### src/rtl/fetch_unit_pkg.sv
// Shared definitions for the fetch stage: the FSM state encoding and the default widths.
// The register file and decode import the same defaults so that their widths line up with fetch.
package fetch_unit_pkg;

  typedef enum logic [1:0] {
    IDLE   = 2'd0,
    RUN    = 2'd1,
    HALTED = 2'd2
  } fetch_state_e;

  localparam int PC_WIDTH_DEF    = 10;
  localparam int INSTR_WIDTH_DEF = 9;
  localparam int OFF_WIDTH_DEF   = 6;
  localparam int CNT_WIDTH_DEF   = 16;

endpackage

### src/rtl/sat_counter.sv
// Saturating up-counter with a synchronous clear; the clear wins over the increment.
// The count updates on the clock edge and holds at all-ones; there is no backpressure.
module sat_counter #(
  parameter int WIDTH = 16
) (
  input  logic             clk,
  input  logic             reset_n,
  input  logic             clr_i,
  input  logic             en_i,
  output logic [WIDTH-1:0] cnt_o
);

  logic [WIDTH-1:0] cnt_q;

  always_ff @(posedge clk or negedge reset_n) begin
    if (!reset_n) begin
      cnt_q <= '0;
    end else if (clr_i) begin
      cnt_q <= '0;
    end else if (en_i && (cnt_q != {WIDTH{1'b1}})) begin
      cnt_q <= cnt_q + WIDTH'(1);
    end
  end

  assign cnt_o = cnt_q;

endmodule

### src/rtl/fetch_unit.sv
// PC and instruction fetch for the single-cycle 8-bit core: a one-cycle redirect, combinational instruction data.
// Stalls hold the PC; halting freezes the PC and counters until start_i restarts the core.
module fetch_unit
  import fetch_unit_pkg::*;
#(
  parameter int PC_WIDTH    = PC_WIDTH_DEF,
  parameter int INSTR_WIDTH = INSTR_WIDTH_DEF,
  parameter int OFF_WIDTH   = OFF_WIDTH_DEF,
  parameter int CNT_WIDTH   = CNT_WIDTH_DEF
) (
  input  logic                   clk,
  input  logic                   reset_n,
  input  logic                   start_i,
  input  logic [PC_WIDTH-1:0]    start_addr_i,
  input  logic                   stall_i,
  input  logic                   jump_now_i,
  input  logic [OFF_WIDTH-1:0]   br_offset_i,
  input  logic                   jalr_i,
  input  logic [PC_WIDTH-1:0]    jalr_target_i,
  input  logic                   halt_i,
  input  logic [INSTR_WIDTH-1:0] instr_i,
  output logic [PC_WIDTH-1:0]    imem_addr_o,
  output logic [PC_WIDTH-1:0]    pc_o,
  output logic [PC_WIDTH-1:0]    link_o,
  output logic [INSTR_WIDTH-1:0] instr_o,
  output logic                   instr_valid_o,
  output logic                   done_o,
  output logic [CNT_WIDTH-1:0]   cycle_cnt_o,
  output logic [CNT_WIDTH-1:0]   instr_cnt_o
);

  fetch_state_e          state_q, state_d;
  logic [PC_WIDTH-1:0]   pc_q, pc_d;
  logic [PC_WIDTH-1:0]   br_off_ext;
  logic                  cnt_clr;
  logic                  cyc_en;
  logic                  ins_en;

  // The offset must be narrower than the PC; the sign is replicated into the upper bits.
  assign br_off_ext = {{(PC_WIDTH - OFF_WIDTH){br_offset_i[OFF_WIDTH-1]}}, br_offset_i};

  always_ff @(posedge clk or negedge reset_n) begin
    if (!reset_n) begin
      state_q <= IDLE;
      pc_q    <= '0;
    end else begin
      state_q <= state_d;
      pc_q    <= pc_d;
    end
  end

  // jump_now_i is only looked at once halt, stall and jalr have all declined, so an X on it
  // outside that window never reaches the PC.
  always_comb begin
    state_d = state_q;
    pc_d    = pc_q;
    cnt_clr = 1'b0;
    cyc_en  = 1'b0;
    ins_en  = 1'b0;
    case (state_q)
      IDLE, HALTED: begin
        if (start_i) begin
          state_d = RUN;
          pc_d    = start_addr_i;
          cnt_clr = 1'b1;
        end
      end
      RUN: begin
        if (start_i) begin
          pc_d    = start_addr_i;
          cnt_clr = 1'b1;
        end else begin
          cyc_en = 1'b1;
          ins_en = !stall_i;
          if (halt_i) begin
            state_d = HALTED;
          end else if (stall_i) begin
            pc_d = pc_q;
          end else if (jalr_i) begin
            pc_d = jalr_target_i;
          end else if (jump_now_i) begin
            pc_d = pc_q + br_off_ext;
          end else begin
            pc_d = pc_q + PC_WIDTH'(1);
          end
        end
      end
      default: begin
        state_d = IDLE;
        pc_d    = '0;
      end
    endcase
  end

  sat_counter #(.WIDTH(CNT_WIDTH)) u_cycle_cnt (
    .clk     (clk),
    .reset_n (reset_n),
    .clr_i   (cnt_clr),
    .en_i    (cyc_en),
    .cnt_o   (cycle_cnt_o)
  );

  sat_counter #(.WIDTH(CNT_WIDTH)) u_instr_cnt (
    .clk     (clk),
    .reset_n (reset_n),
    .clr_i   (cnt_clr),
    .en_i    (ins_en),
    .cnt_o   (instr_cnt_o)
  );

  assign instr_valid_o = (state_q == RUN);
  assign done_o        = (state_q == HALTED);
  assign pc_o          = pc_q;
  assign imem_addr_o   = pc_q;
  assign link_o        = pc_q + PC_WIDTH'(1);
  assign instr_o       = instr_valid_o ? instr_i : '0;

endmodule

### config.mk
export PLATFORM = sky130hd
export DESIGN_NAME = fetch_unit
export DESIGN_NICKNAME = d
export VERILOG_FILES = /design/src/rtl/fetch_unit_pkg.sv /design/src/rtl/sat_counter.sv /design/src/rtl/fetch_unit.sv
export SDC_FILE = /design/constraint.sdc
export NUM_CORES = 1
export LEC_CHECK = 0
export ABC_AREA = 1
export BUFFER_PORTS_ARGS = -buffer_cell sky130_fd_sc_hd__clkbuf_2
export CORE_MARGIN = 1.5
export CORE_UTILIZATION = 53
export CTS_CLUSTER_DIAMETER = 30
export DETAILED_ROUTE_END_ITERATION = 6
export HOLD_SLACK_MARGIN = 0.06
export PLACE_DENSITY = 0.82
export SLEW_MARGIN = 20
export SYNTH_ARGS = -nofsm -noshare
export SYNTH_HDL_FRONTEND = slang
export SYNTH_HIERARCHICAL = 1
export SYNTH_SLANG_ARGS = --single-unit
### constraint.sdc
create_clock -name clk -period 2.45 [get_ports clk]
set_input_delay 0.49 -clock clk [delete_from_list [all_inputs] [get_ports clk]]
set_output_delay 0.49 -clock clk [all_outputs]
set_load 0.03 [all_outputs]
==> flow_summary.ini <==
[drt]
wire_per_inst_um = 12.8
wl_met2_um = 5040
met3_length_um = 553
drt_wl_total_um = 10200
highest_layer = met4
viasPerCell = 5.24
wl_met1_um = 4420
drt-initial-drc-count = 163
vias = 4156
drc = 0
antenna_left = 0
dr.pass1.iters = 5

[timing]
finalSetupViolCount = 0
finalCriticalPeriod_ps = 2320
fin_skew_ps = 11.7
setup_tns_ps = 0
post-route-worst-setup-slack_ps = 129
final.period_utilization_pct = 94.7
worst_pin_slew_ps = 575
fmax_ghz = 0.431
final_hold_viol_count = 0
slew_headroom_pct = 61.7
drv_slew = 0

[placed_design]
numPortBuffers = 114
hpwl_um = 7790
place_inst = 786
gp_congestion = 0.883
pre_cts_ws_ps = 254

[logic_synthesis]
synth_fp_nets = 644
synth_cell_types = 40
postSynthAreaPerCell_um2 = 6.59
yosys_warnings = 6
ys_seq_area_share_pct = 28.4
synthTopCellsByArea = dfrtp_1 28%, nand2_1 18%, nor2_1 6.9%, inv_1 6.5%, nand3_1 5.3%
ys_ff_latch = 44
synth_cells = 589
synth_area_um2 = 3880
synth_top_cell_area_share_pct = 28.4
yosys.area.top_type = dfrtp_1

[finish]
syn2layout_area_growth_pct = 16.8
antenna_cells = 0
finalNonFillerCells = 793
drive_gt1_share_pct = 24.8
nets = 749

[flow_run]
cap_viol_max_count = 0

[power_and_ir_drop]
powerDensity_nw_per_um2 = 567
ir_drop_v = 0.000274
p_leak_uw = 0.00251

[clocking]
clock_sinks = 44
clk_latency_ps = 300
cts.path.max_buffers = 2
tritoncts = yes
hold_buffers = 0
clk_pin_slew_ps = 90
cts_max_level = 2
cts-root-buf = clkbuf_8
numCtsBuffers = 5

[critical_path]
crit_required_ps = 1960
cp-end-kind = output pin
cp_max_fo = 6
crit_path_start_kind = flip-flop
cp_data_arrival_time_ps = 1830
crit_type = flip-flop to output pin

[grt]
grt_overflow = 0
grt_pass1_wl_um = 16400
antenna_found_initial = 0
grt_max_degree = 45
grt_pass1_vias = 3668
track_usage_pct = 26.2

[floorplanning]
core-area_um2 = 7180
start_util_pct = 54.1
chipWidth_um = 88.6
ioPinCount = 115
die_h_um = 88.6
die-area_um2 = 7850
rows = 31

[worst_hold_path]
hold_path_class = primary input to async pin

[status]
status = complete, no violations
-- cells in the mapped netlist, drive strengths merged --
cell,number
nor2,77
xnor2,6
nor3,3
dfrtp,44
o21ai,25
o21a,1
nand4,21
a2bb2oi,1
inv,75
xor2,11
ha,12
fa,1
a211oi,2
nand3b,1
o211ai,4
o21bai,5
a21oi,30
buf,22
nand3,42
clkinv,2
nand2,197
or2,7
-- layer usage --
metal  track usage (%)  vias to the layer above
met1              33.3                     1925
met2              46.2                      148
li1                  -                     2066
met4              8.24                        0
met5                 0                        -
met3              3.36                       17
-- where the power goes --
part	leakage, µW	switching, µW	internal [µW]	total [µW]
registers	0.000588	105	773	878
clock network	0.0000400	251	193	444
logic	0.00189	861	389	1250
total	0.00251	1220	1360	2570
-- critical path, stage by stage (launching register included) --
cell and delay (ps):
dfrtp_1 390, buf_4 180, ha_1 210, nand3_2 130
nor2_1 120, nand2_1 90, xor2_2 160, inv_1 70
clkbuf_4 180
-- final timing paths --
kind	from	endpoint	slack, ps	depth (start not counted)
worst max-delay path	imem_addr_o[0]	link_o[6]	130	8
worst min-delay path	reset_n	imem_addr_o[5]	260	2
worst max register to register	imem_addr_o[0]	imem_addr_o[6]	390	14
worst min register to register	u_instr_cnt/cnt_o[9]	u_instr_cnt/cnt_o[9]	560	2
max in group asynchronous	reset_n	u_cycle_cnt/cnt_o[1]	1790	2
min in group clk	start_addr_i[1]	imem_addr_o[1]	480	3
-- metrics by stage --
stage	hold WS, ps	cell area, µm²	power [µW]	utilization (%)
2_1_floorplan	194	3880	1840	-
3_3_place_gp	528	4440	2100	61.9
3_5_place_dp	541	4440	2120	61.9
4_1_cts	282	4520	2580	63.0
5_1_grt	328	4540	2760	63.2
6_report	263	4540	2570	63.2
-- layout make-up --
| cell class | instances | area, µm² |
|---|---|---|
| clock inverter | 2 | 12.5 |
| timing repair buffer | 120 | 618 |
| multi-input combinational | 446 | 2310 |
| inverter | 77 | 307 |
| fill | 693 | 2640 |
| tap | 99 | 124 |
| sequential | 44 | 1100 |
| clock buffer | 5 | 68.8 |
-- state kept, by name (all words and copies together) (netlist names) --
| signal | flops |
|---|---|
| u_cycle_cnt/cnt_o | 16 |
| state_q | 2 |
| imem_addr_o | 10 |
| u_instr_cnt/cnt_o | 16 |
-- logic make-up (layout without fill, tap and decap cells) --
kind of cell | count (synthesis) | after routing | synth area share [%]
adder cells (fa/ha/maj) | 13 | 13 | 4.38
flip-flops | 44 | 44 | 28.4
buffers and inverters | 99 | 204 | 12.6
AO/OA/AOI/OAI | 68 | 68 | 10.9
AND/OR/NAND/NOR | 348 | 348 | 39.9
XOR/XNOR | 17 | 17 | 3.83
-- layout by cell type, fill, tap and decap left out, drive strengths merged --
master / synthesis / layout
o211ai: 4 / 4
a2bb2oi: 1 / 1
clkinv: 2 / 3
a211oi: 2 / 2
nand3: 42 / 42
fa: 1 / 1
nand4: 21 / 21
a21oi: 30 / 30
clkbuf: 0 / 119
o21a: 1 / 1
xor2: 11 / 11
nor2: 77 / 77
dfrtp: 44 / 44
buf: 22 / 6
nand2: 197 / 197
nand3b: 1 / 1
xnor2: 6 / 6
or2: 7 / 7
o21bai: 5 / 5
nor3: 3 / 3
o21ai: 25 / 25
clkinvlp: 0 / 1
ha: 12 / 12
inv: 75 / 75
-- what timing repair did --
action | in CTS | in global routing
resized for setup | 0 | 4
endpoints found under the setup margin | 0 | 1
buffers inserted | 0 | 0
(Power assumes the default switching activity.)
